[src/rtl/alu_arbiter.sv]
// ============================================================================
// Module      : alu_arbiter
// Description : Two-requester arbiter in front of one shared combinational
//               ALU, with a one-entry registered response slot.
//               Optional macro ALU_ARBITER_FIXED_PRIO_EN gives r0 absolute
//               priority; the default build is round-robin.
// Revision    : 1.0 - initial release
// ============================================================================
`default_nettype none

module alu_arbiter #(
    parameter int XLEN = 64
) (
    input  logic            clk,
    input  logic            reset,

    input  logic            r0_valid,
    output logic            r0_ready,
    input  logic [XLEN-1:0] r0_a,
    input  logic [XLEN-1:0] r0_b,
    input  logic [2:0]      r0_func,
    input  logic            r0_sub_sra,

    input  logic            r1_valid,
    output logic            r1_ready,
    input  logic [XLEN-1:0] r1_a,
    input  logic [XLEN-1:0] r1_b,
    input  logic [2:0]      r1_func,
    input  logic            r1_sub_sra,

    output logic [XLEN-1:0] alu_a,
    output logic [XLEN-1:0] alu_b,
    output logic [2:0]      alu_func,
    output logic            alu_sub_sra,
    input  logic [XLEN-1:0] alu_s,
    input  logic            alu_eq,
    input  logic            alu_lu,
    input  logic            alu_ls,

    output logic            rsp_valid,
    input  logic            rsp_ready,
    output logic [XLEN-1:0] rsp_s,
    output logic            rsp_eq,
    output logic            rsp_lu,
    output logic            rsp_ls,
    output logic            rsp_id
);

    typedef enum logic [0:0] {
        S_EMPTY = 1'b0,
        S_FULL  = 1'b1
    } state_t;

    state_t          state_q;
    logic            last_grant_q;
    logic [XLEN-1:0] rsp_s_q;
    logic            rsp_eq_q;
    logic            rsp_lu_q;
    logic            rsp_ls_q;
    logic            rsp_id_q;

    logic            w_slot_free;
    logic            w_grant_vld;
    logic            w_grant_idx;
    logic            w_accept;

    assign w_slot_free = (state_q == S_EMPTY) || rsp_ready;

    always_comb begin
        w_grant_vld = r0_valid || r1_valid;
        w_grant_idx = 1'b0;
        if (r0_valid && r1_valid) begin
`ifdef ALU_ARBITER_FIXED_PRIO_EN
            w_grant_idx = 1'b0;
`else
            w_grant_idx = ~last_grant_q;
`endif
        end else if (r1_valid) begin
            w_grant_idx = 1'b1;
        end
    end

    // Reset gates acceptance combinationally so no ready leaks out while held.
    assign w_accept = w_slot_free && w_grant_vld && !reset;
    assign r0_ready = w_accept && !w_grant_idx;
    assign r1_ready = w_accept &&  w_grant_idx;

    always_comb begin
        alu_a       = '0;
        alu_b       = '0;
        alu_func    = 3'b000;
        alu_sub_sra = 1'b0;
        if (w_grant_vld) begin
            if (w_grant_idx) begin
                alu_a       = r1_a;
                alu_b       = r1_b;
                alu_func    = r1_func;
                alu_sub_sra = r1_sub_sra;
            end else begin
                alu_a       = r0_a;
                alu_b       = r0_b;
                alu_func    = r0_func;
                alu_sub_sra = r0_sub_sra;
            end
        end
    end

    // last_grant resets to 1 so requester 0 wins the first contested cycle.
    always_ff @(posedge clk or posedge reset) begin
        if (reset) begin
            state_q      <= S_EMPTY;
            last_grant_q <= 1'b1;
            rsp_s_q      <= '0;
            rsp_eq_q     <= 1'b0;
            rsp_lu_q     <= 1'b0;
            rsp_ls_q     <= 1'b0;
            rsp_id_q     <= 1'b0;
        end else if (w_accept) begin
            state_q      <= S_FULL;
            last_grant_q <= w_grant_idx;
            rsp_s_q      <= alu_s;
            rsp_eq_q     <= alu_eq;
            rsp_lu_q     <= alu_lu;
            rsp_ls_q     <= alu_ls;
            rsp_id_q     <= w_grant_idx;
        end else if ((state_q == S_FULL) && rsp_ready) begin
            state_q      <= S_EMPTY;
        end
    end

    assign rsp_valid = (state_q == S_FULL);
    assign rsp_s     = rsp_s_q;
    assign rsp_eq    = rsp_eq_q;
    assign rsp_lu    = rsp_lu_q;
    assign rsp_ls    = rsp_ls_q;
    assign rsp_id    = rsp_id_q;

endmodule

`default_nettype wire

[config.mk]
export PLATFORM = sky130hd
export DESIGN_NAME = alu_arbiter
export DESIGN_NICKNAME = d
export VERILOG_FILES = /design/src/rtl/alu_arbiter.sv
export SDC_FILE = /design/constraint.sdc
export NUM_CORES = 1
export LEC_CHECK = 0
export ABC_AREA = 1
export ABC_CLOCK_PERIOD_IN_PS = 9700
export BUFFER_PORTS_ARGS = -buffer_cell sky130_fd_sc_hd__buf_2
export CORE_AREA = 10 10 202 204
export DETAILED_ROUTE_END_ITERATION = 8
export DIE_AREA = 0 0 212 214
export PLACE_DENSITY = 0.41
export SLEW_MARGIN = 20
export SYNTH_ARGS = -nofsm -noshare
export SYNTH_HDL_FRONTEND = slang
export SYNTH_SLANG_ARGS = --single-unit
[constraint.sdc]
create_clock -name clk -period 9.7 [get_ports clk]
set_input_delay 1.94 -clock clk [delete_from_list [all_inputs] [get_ports clk]]
set_output_delay 1.94 -clock clk [all_outputs]
set_load 0.05 [all_outputs]
==> flow_summary.html, run 1 <==
<table>
<tr><th>Metric</th><th>Value</th></tr>
<tr><th colspan="2">Run status</th></tr>
<tr><td>Outcome</td><td>completed</td></tr>
<tr><th colspan="2">GRT</th></tr>
<tr><td>Met2 track demand over resource in global routing</td><td>24.3%</td></tr>
<tr><td>Overall fraction of global-route tracks in use</td><td>13.7%</td></tr>
<tr><td>Wire length of the first global-routing pass</td><td>47700 um</td></tr>
<tr><td>Met1 usage in global routing</td><td>15.3%</td></tr>
<tr><td>Met3 usage in global routing</td><td>4.49%</td></tr>
<tr><td>Number of antenna violations at the first check in global routing</td><td>19</td></tr>
<tr><td>Total global routing overflow</td><td>0</td></tr>
<tr><td>Highest-utilization routing layer at the global route stage</td><td>met2</td></tr>
<tr><td>Pin count of the biggest net entering global routing</td><td>134</td></tr>
<tr><td>Number of global-route vias before repair</td><td>7027</td></tr>
<tr><th colspan="2">Clock network</th></tr>
<tr><td>Clock sinks</td><td>70</td></tr>
<tr><td>H-tree depth reported by CTS</td><td>3</td></tr>
<tr><td>Buffer levels on the longest clock path</td><td>2</td></tr>
<tr><td>Post-CTS Setup Bufs</td><td>0</td></tr>
<tr><td>Latest clock arrival within the worst-skew pair</td><td>0.34 ns</td></tr>
<tr><td>Root Driver</td><td>clkbuf_16</td></tr>
<tr><td>TritonCTS clock tree</td><td>done</td></tr>
<tr><td>Number of buffers inserted for hold repair after clock tree synthesis</td><td>0</td></tr>
<tr><td>CTS clk-pin slew, worst paths</td><td>0.06 ns</td></tr>
<tr><td>Post_cts resized</td><td>0</td></tr>
<tr><td>TritonCTS Buffers</td><td>9</td></tr>
<tr><th colspan="2">Timing</th></tr>
<tr><td>Tightest hold margin</td><td>0.462 ns</td></tr>
<tr><td>Final setup viols</td><td>0</td></tr>
<tr><td>Count of endpoints failing hold in the final timing report</td><td>0</td></tr>
<tr><td>Maximum clock skew at final layout</td><td>0.00475 ns</td></tr>
<tr><td>Total count of max-transition violations in the final report</td><td>0</td></tr>
<tr><td>Sum of negative setup slack</td><td>0 ns</td></tr>
<tr><td>Worst-margin pin slew</td><td>0.863 ns</td></tr>
<tr><td>Achievable Freq</td><td>0.156 GHz</td></tr>
<tr><td>Setup repair after global routing missed its margin</td><td>no</td></tr>
<tr><td>Worst setup margin</td><td>3.29 ns</td></tr>
<tr><td>Worst slew margin relative to its limit</td><td>42.5%</td></tr>
<tr><td>Crit path time final</td><td>6.41 ns</td></tr>
<tr><td>Fraction of the cycle the final worst path needs</td><td>66.1%</td></tr>
<tr><th colspan="2">Die</th></tr>
<tr><td>Area inside the core boundary</td><td>37000 um2</td></tr>
<tr><td>Initial Util</td><td>12.5%</td></tr>
<tr><td>Row cnt</td><td>71</td></tr>
<tr><td>Die Footprint</td><td>45400 um2</td></tr>
<tr><td>Overall die width</td><td>212 um</td></tr>
<tr><td>Die outline height</td><td>214 um</td></tr>
<tr><td>I/O pin count</td><td>539</td></tr>
<tr><th colspan="2">Synth</th></tr>
<tr><td>Top area cells in the synthesized netlist</td><td>dfrtp_1 37%, nand2_1 33%, nand3_1 22%</td></tr>
<tr><td>Share of the synthesized area in the top cell type</td><td>37.2%</td></tr>
<tr><td>Post-Synthesis Mean Instance Area</td><td>6.19 um2</td></tr>
<tr><td>Number of distinct library cells after synthesis</td><td>12</td></tr>
<tr><td>Number of nets in the synthesized netlist</td><td>1087</td></tr>
<tr><td>Leading register cell type out of synthesis</td><td>dfrtp_1</td></tr>
<tr><td>Syn. warnings</td><td>0</td></tr>
<tr><td>Post-Synthesis Cell Area</td><td>4650 um2</td></tr>
<tr><td>Sequential share of the synthesized area</td><td>37.7%</td></tr>
<tr><td>Register bit total from synthesis</td><td>70</td></tr>
<tr><td>Most numerous cell in the Yosys netlist</td><td>nand2_1</td></tr>
<tr><td>Share of async-settable or async-resettable flops after synthesis</td><td>100%</td></tr>
<tr><td>Leading cell types by count after synthesis</td><td>407 x nand2_1, 201 x nand3_1, 69 x dfrtp_1</td></tr>
<tr><td>Leading area contributor after synthesis</td><td>dfrtp_1</td></tr>
<tr><td>Number of enable-type register cells in the synthesized netlist</td><td>0</td></tr>
<tr><td>Syn Inst Count</td><td>751</td></tr>
<tr><th colspan="2">Critical path</th></tr>
<tr><td>Slowest cell on crit path</td><td>buf_4</td></tr>
<tr><td>Type of destination of the critical path</td><td>output pin</td></tr>
<tr><td>WP buf/inv</td><td>3</td></tr>
<tr><td>Required time at the worst-slack endpoint</td><td>7.76 ns</td></tr>
<tr><td>Register-to-Register Setup Slack</td><td>8.08 ns</td></tr>
<tr><td>CP cell instances</td><td>buf_4, nand2_1, nand2_4, buf_4, nand3_1, nand2_1, buf_2</td></tr>
<tr><td>Crit path launch type</td><td>input port</td></tr>
<tr><td>Worst Reg2Reg Path Length in Cells</td><td>4</td></tr>
<tr><td>Kind of critical path</td><td>input port to output pin</td></tr>
<tr><td>CP Max Fanout</td><td>71</td></tr>
<tr><td>Maximum single-stage delay on the critical path</td><td>0.67 ns</td></tr>
<tr><td>CP Depth</td><td>7</td></tr>
<tr><td>Arr. time, crit path</td><td>4.47 ns</td></tr>
<tr><td>Crit-path leading delay family</td><td>buffers and inverters</td></tr>
<tr><th colspan="2">Finish</th></tr>
<tr><td>Cell area after layout</td><td>8030 um2</td></tr>
<tr><td>Area added between synthesis and finish</td><td>72.7%</td></tr>
<tr><td>Fraction of final layout cells sized beyond drive strength 1</td><td>45.4%</td></tr>
<tr><td>Final core utilization</td><td>21.7%</td></tr>
<tr><td>Nets</td><td>1579</td></tr>
<tr><td>Post-layout instance count excluding filler cells</td><td>1728</td></tr>
<tr><th colspan="2">Power and ir drop</th></tr>
<tr><td>Worst vdd ir</td><td>0.126 mV</td></tr>
<tr><td>Power Total</td><td>1.46 mW</td></tr>
<tr><td>Leak Pwr</td><td>5.02 nW</td></tr>
<tr><td>Cell area power density</td><td>182 nW/um2</td></tr>
<tr><th colspan="2">Placed design</th></tr>
<tr><td>Number of placed instances, taps included</td><td>1706</td></tr>
<tr><td>Setup slack at placement</td><td>3.29 ns</td></tr>
<tr><td>Count of buffers from port buffering</td><td>538</td></tr>
<tr><td>Cell area reported after detailed placement</td><td>7710 um2</td></tr>
<tr><td>Detailed-placement wirelength estimate</td><td>27600 um</td></tr>
<tr><td>Placer congestion estimate</td><td>0.964</td></tr>
<tr><th colspan="2">Drt</th></tr>
<tr><td>Remaining routing DRC violations</td><td>0</td></tr>
<tr><td>Post-DRT Antenna Nets</td><td>0</td></tr>
<tr><td>Post-Route WL</td><td>33400 um</td></tr>
<tr><td>Iteration count of the initial detailed-routing pass</td><td>5</td></tr>
<tr><td>Drt first-iter violations</td><td>425</td></tr>
<tr><td>Routed length per placed instance</td><td>19.3 um</td></tr>
<tr><td>Number of vias per cell</td><td>4.06</td></tr>
<tr><td>Overall via count from detail_route</td><td>7015</td></tr>
<tr><th colspan="2">Worst hold path</th></tr>
<tr><td>Cell depth of the worst hold path</td><td>2</td></tr>
<tr><td>Class of the tightest hold or removal check</td><td>flop to flop</td></tr>
<tr><th colspan="2">Job</th></tr>
<tr><td>Max-cap violations</td><td>0</td></tr>
</table>
-- state kept, by name, indices dropped and copies added (netlist names) --
signal / flops
last_grant_q: 1
rsp_eq: 1
rsp_lu: 1
rsp_s: 64
rsp_valid: 1
rsp_id: 1
rsp_ls: 1
-- cell type report --
class | instances | area, um2
Fill cell | 4362 | 29000
Timing Repair Buffer | 545 | 2760
Multi-Input combinational cell | 612 | 2580
Sequential cell | 70 | 1750
Tap cell | 474 | 593
Clock buffer | 11 | 243
Clock inverter | 5 | 58.8
Inverter | 5 | 18.8
Antenna cell | 6 | 15.0
-- power by group --
group	internal, mW	switching [mW]	total, mW
clock	0.206	0.134	0.340
sequential	0.340	0.0249	0.365
combinational	0.170	0.582	0.752
-- layout by cell type, fill, tap and decap left out --
master,synthesis,layout
clkbuf_1,8,1
clkinvlp_4,0,2
dfstp_2,1,1
diode_2,0,6
buf_2,39,537
nand2_4,0,1
clkinv_4,0,1
bufinv_16,0,1
nor2_4,0,1
clkbuf_8,0,1
nand3_2,0,1
buf_4,6,7
dfrtp_1,69,69
a21oi_4,1,1
nor2_1,2,2
nand2_2,0,1
clkinv_2,0,1
inv_2,0,1
clkbuf_16,0,9
inv_1,5,4
buf_12,0,1
nand2_1,407,405
nand3_1,201,200
-- cells by family (layout without fill, tap and decap cells) --
group                  count (synthesis)  in the layout  synth area share [%]
AOI/OAI and AO/OA                      1              1                 0.350
buffers and inverters                 69            566                  7.11
DFF                                   70             70                  37.7
and+or+nand+nor                      611            611                  54.8
other                                  0              6                     0
-- layer usage --
metal / routed length, um / up-vias
li1: - / 3389
met3: 3140 / 51
met5: 13 / -
met1: 12800 / 3219
met4: 808 / 2
met2: 16700 / 354
-- final timing paths --
kind,start,end
max,r0_valid,alu_a[44]
min,rsp_s[40],rsp_s[40]
max reg2reg,rsp_valid,rsp_s[36]
min reg2reg,rsp_s[40],rsp_s[40]
max in group asynchronous,reset,rsp_valid
min in group asynchronous,reset,rsp_eq
-- worst register-to-register path: stages, from the launching register on --
cell	delay [ns]
dfrtp_1	0.38
nand2_2	0.21
buf_4	0.61
nand3_1	0.25
nand2_1	0.12
(Power assumes the default switching activity.)
==> inputs of run 2 (changes only) <==
--- a/config.mk
+++ b/config.mk
@@ -6,12 +6,12 @@
 export NUM_CORES = 1
 export LEC_CHECK = 0
 export ABC_AREA = 1
-export ABC_CLOCK_PERIOD_IN_PS = 9700
+export ABC_CLOCK_PERIOD_IN_PS = 5500
 export BUFFER_PORTS_ARGS = -buffer_cell sky130_fd_sc_hd__buf_2
 export CORE_AREA = 10 10 202 204
 export DETAILED_ROUTE_END_ITERATION = 8
 export DIE_AREA = 0 0 212 214
-export PLACE_DENSITY = 0.41
+export PLACE_DENSITY = 0.42
 export SLEW_MARGIN = 20
 export SYNTH_ARGS = -nofsm -noshare
 export SYNTH_HDL_FRONTEND = slang
==> constraint.sdc (replaced) <==
create_clock -name clk -period 5.5 [get_ports clk]
set_input_delay 1.1 -clock clk [delete_from_list [all_inputs] [get_ports clk]]
set_output_delay 1.1 -clock clk [all_outputs]
set_load 0.05 [all_outputs]
==> run 2 against run 1 <==
Clock skew up 0.0018 ns. Sequential share of layout area fell by 0.081 points. Flip-flop and latch count is the same. Clock power is 74% higher. Highest routed layer is now met4.
==> flow_summary.html, run 2 (synthesis gave the netlist of run 1 again) <==
<table>
<tr><th>Metric</th><th>Value</th></tr>
<tr><th colspan="2">Die</th></tr>
<tr><td>Overall die width</td><td>212 um (unchanged)</td></tr>
<tr><td>Row cnt</td><td>71 (unchanged)</td></tr>
<tr><td>Die Footprint</td><td>45400 um2 (unchanged)</td></tr>
<tr><td>Initial Util</td><td>12.5% (unchanged)</td></tr>
<tr><td>Die outline height</td><td>214 um (unchanged)</td></tr>
<tr><td>I/O pin count</td><td>539 (unchanged)</td></tr>
<tr><td>Area inside the core boundary</td><td>37000 um2 (unchanged)</td></tr>
<tr><th colspan="2">Drt</th></tr>
<tr><td>Remaining routing DRC violations</td><td>0 (unchanged)</td></tr>
<tr><td>Post-Route WL</td><td>33400 um (about the same)</td></tr>
<tr><td>Number of vias per cell</td><td>4.06 (about the same)</td></tr>
<tr><td>Overall via count from detail_route</td><td>7032 (was 7015)</td></tr>
<tr><td>Drt first-iter violations</td><td>517 (was 425)</td></tr>
<tr><td>Iteration count of the initial detailed-routing pass</td><td>8 (was 5)</td></tr>
<tr><td>Routed length per placed instance</td><td>19.3 um (about the same)</td></tr>
<tr><td>Post-DRT Antenna Nets</td><td>0 (unchanged)</td></tr>
<tr><th colspan="2">Timing</th></tr>
<tr><td>Final setup viols</td><td>0 (unchanged)</td></tr>
<tr><td>Crit path time final</td><td>4.36 ns</td></tr>
<tr><td>Fraction of the cycle the final worst path needs</td><td>79.3%</td></tr>
<tr><td>Total count of max-transition violations in the final report</td><td>0 (unchanged)</td></tr>
<tr><td>Worst-margin pin slew</td><td>0.957 ns (was 0.863 ns)</td></tr>
<tr><td>Worst setup margin</td><td>1.14 ns (was 3.29 ns)</td></tr>
<tr><td>Sum of negative setup slack</td><td>0 ns (unchanged)</td></tr>
<tr><td>Setup repair after global routing missed its margin</td><td>no (unchanged)</td></tr>
<tr><td>Worst slew margin relative to its limit</td><td>36.2% (was 42.5%)</td></tr>
<tr><td>Count of endpoints failing hold in the final timing report</td><td>0 (unchanged)</td></tr>
<tr><td>Achievable Freq</td><td>0.229 GHz</td></tr>
<tr><td>Tightest hold margin</td><td>0.466 ns (was 0.462 ns)</td></tr>
<tr><td>Maximum clock skew at final layout</td><td>0.00653 ns (was 0.00475 ns)</td></tr>
<tr><th colspan="2">Finish</th></tr>
<tr><td>Commonest non-fill, non-tap cells in the layout</td><td>537 x buf_2, 405 x nand2_1, 200 x nand3_1 (unchanged)</td></tr>
<tr><td>Area added between synthesis and finish</td><td>73.3% (was 72.7%)</td></tr>
<tr><td>Max FFs per register</td><td>64 (unchanged)</td></tr>
<tr><td>Fraction of final layout cells sized beyond drive strength 1</td><td>45.5% (was 45.4%)</td></tr>
<tr><td>Post-layout instance count excluding filler cells</td><td>1732 (was 1728)</td></tr>
<tr><td>Cell area after layout</td><td>8060 um2 (was 8030 um2)</td></tr>
<tr><td>Most common cell after layout, fill and taps aside</td><td>buf_2 (unchanged)</td></tr>
<tr><td>Final core utilization</td><td>21.7% (about the same)</td></tr>
<tr><td>Nets</td><td>1582 (was 1579)</td></tr>
<tr><th colspan="2">Clock network</th></tr>
<tr><td>Clock sinks</td><td>70 (unchanged)</td></tr>
<tr><td>CTS clk-pin slew, worst paths</td><td>0.06 ns (about the same)</td></tr>
<tr><td>TritonCTS clock tree</td><td>done (unchanged)</td></tr>
<tr><td>Post-CTS Setup Bufs</td><td>0 (unchanged)</td></tr>
<tr><td>Latest clock arrival within the worst-skew pair</td><td>0.33 ns (was 0.34 ns)</td></tr>
<tr><td>Number of buffers inserted for hold repair after clock tree synthesis</td><td>0 (unchanged)</td></tr>
<tr><td>H-tree depth reported by CTS</td><td>3 (unchanged)</td></tr>
<tr><td>Buffer levels on the longest clock path</td><td>2 (unchanged)</td></tr>
<tr><td>Root Driver</td><td>clkbuf_16 (unchanged)</td></tr>
<tr><td>Post_cts resized</td><td>0 (unchanged)</td></tr>
<tr><td>TritonCTS Buffers</td><td>9 (unchanged)</td></tr>
<tr><th colspan="2">Critical path</th></tr>
<tr><td>Arr. time, crit path</td><td>3.26 ns (was 4.47 ns)</td></tr>
<tr><td>Crit path launch type</td><td>input port (unchanged)</td></tr>
<tr><td>Required time at the worst-slack endpoint</td><td>4.40 ns (was 7.76 ns)</td></tr>
<tr><td>CP Max Fanout</td><td>79 (was 71)</td></tr>
<tr><td>Type of destination of the critical path</td><td>output pin (unchanged)</td></tr>
<tr><td>Kind of critical path</td><td>input port to output pin (unchanged)</td></tr>
<tr><th colspan="2">Power and ir drop</th></tr>
<tr><td>Leak Pwr</td><td>5.04 nW (was 5.02 nW)</td></tr>
<tr><td>Cell area power density</td><td>318 nW/um2 (was 182 nW/um2)</td></tr>
<tr><td>Power Total</td><td>2.56 mW (was 1.46 mW)</td></tr>
<tr><td>Worst vdd ir</td><td>0.159 mV (was 0.126 mV)</td></tr>
<tr><th colspan="2">Run status</th></tr>
<tr><td>Outcome</td><td>completed (unchanged)</td></tr>
<tr><th colspan="2">Worst hold path</th></tr>
<tr><td>Class of the tightest hold or removal check</td><td>flop to flop (unchanged)</td></tr>
<tr><th colspan="2">Placed design</th></tr>
<tr><td>Setup slack at placement</td><td>1.19 ns (was 3.29 ns)</td></tr>
<tr><td>Count of buffers from port buffering</td><td>538 (unchanged)</td></tr>
<tr><td>Number of placed instances, taps included</td><td>1709 (was 1706)</td></tr>
<tr><td>Cell area reported after detailed placement</td><td>7740 um2 (was 7710 um2)</td></tr>
<tr><td>Placer congestion estimate</td><td>0.928 (was 0.964)</td></tr>
<tr><td>Detailed-placement wirelength estimate</td><td>27600 um (about the same)</td></tr>
<tr><th colspan="2">Job</th></tr>
<tr><td>Max-cap violations</td><td>0 (unchanged)</td></tr>
<tr><th colspan="2">GRT</th></tr>
<tr><td>Total global routing overflow</td><td>0 (unchanged)</td></tr>
<tr><td>Wire length of the first global-routing pass</td><td>47000 um (was 47700 um)</td></tr>
<tr><td>Number of global-route vias before repair</td><td>6926 (was 7027)</td></tr>
<tr><td>Overall fraction of global-route tracks in use</td><td>13.6% (was 13.7%)</td></tr>
<tr><td>Pin count of the biggest net entering global routing</td><td>96 (was 134)</td></tr>
<tr><td>Number of antenna violations at the first check in global routing</td><td>17 (was 19)</td></tr>
</table>
==> run 2: layout make-up <==
type | instances | area [um2]
fillers | 4343 | 29000
repair buffers | 548 | 2800
multi-input cells | 612 | 2580
flip-flops and latches | 70 | 1750
well taps | 474 | 593
clock buffers | 11 | 233
clock inverters | 5 | 60.1
inverters | 5 | 20.0
diodes | 7 | 17.5
==> run 2: where the power goes <==
group	switching (mW)	internal, mW	leakage, nW
Sequential	0.0440	0.600	0.861
Clock	0.237	0.353	0.140
Combinational	1.03	0.303	4.04
Total	1.31	1.26	5.04
==> run 2: final timing paths <==
path | from | endpoint | slack [ns] | depth (start not counted)
worst min register to register | rsp_s[10] | rsp_s[10] | 0.47 | 2
worst max-delay path | r0_valid | alu_a[46] | 1.14 | 7
max in group asynchronous | reset | rsp_s[2] | 3.77 | 3
worst min-delay path | rsp_s[10] | rsp_s[10] | 0.47 | 2
min in group asynchronous | reset | rsp_eq | 1.06 | 3
worst max register to register | rsp_valid | rsp_s[7] | 3.69 | 6
==> run 2: metal layers <==
metal	share of wire, %	vias up	track usage, %
met4	2.0	0	3.74
met1	38	3232	15.1
met2	50	364	24.0
met5	0	-	0
met3	10	41	4.47
li1	-	3395	-
==> run 2: worst max-delay path: stages <==
cell and delay, ns:
buf_4 0.40, nand2_1 0.18, nand2_4 0.62, buf_12 0.32, nand3_1 0.15, nand2_1 0.11
buf_2 0.26
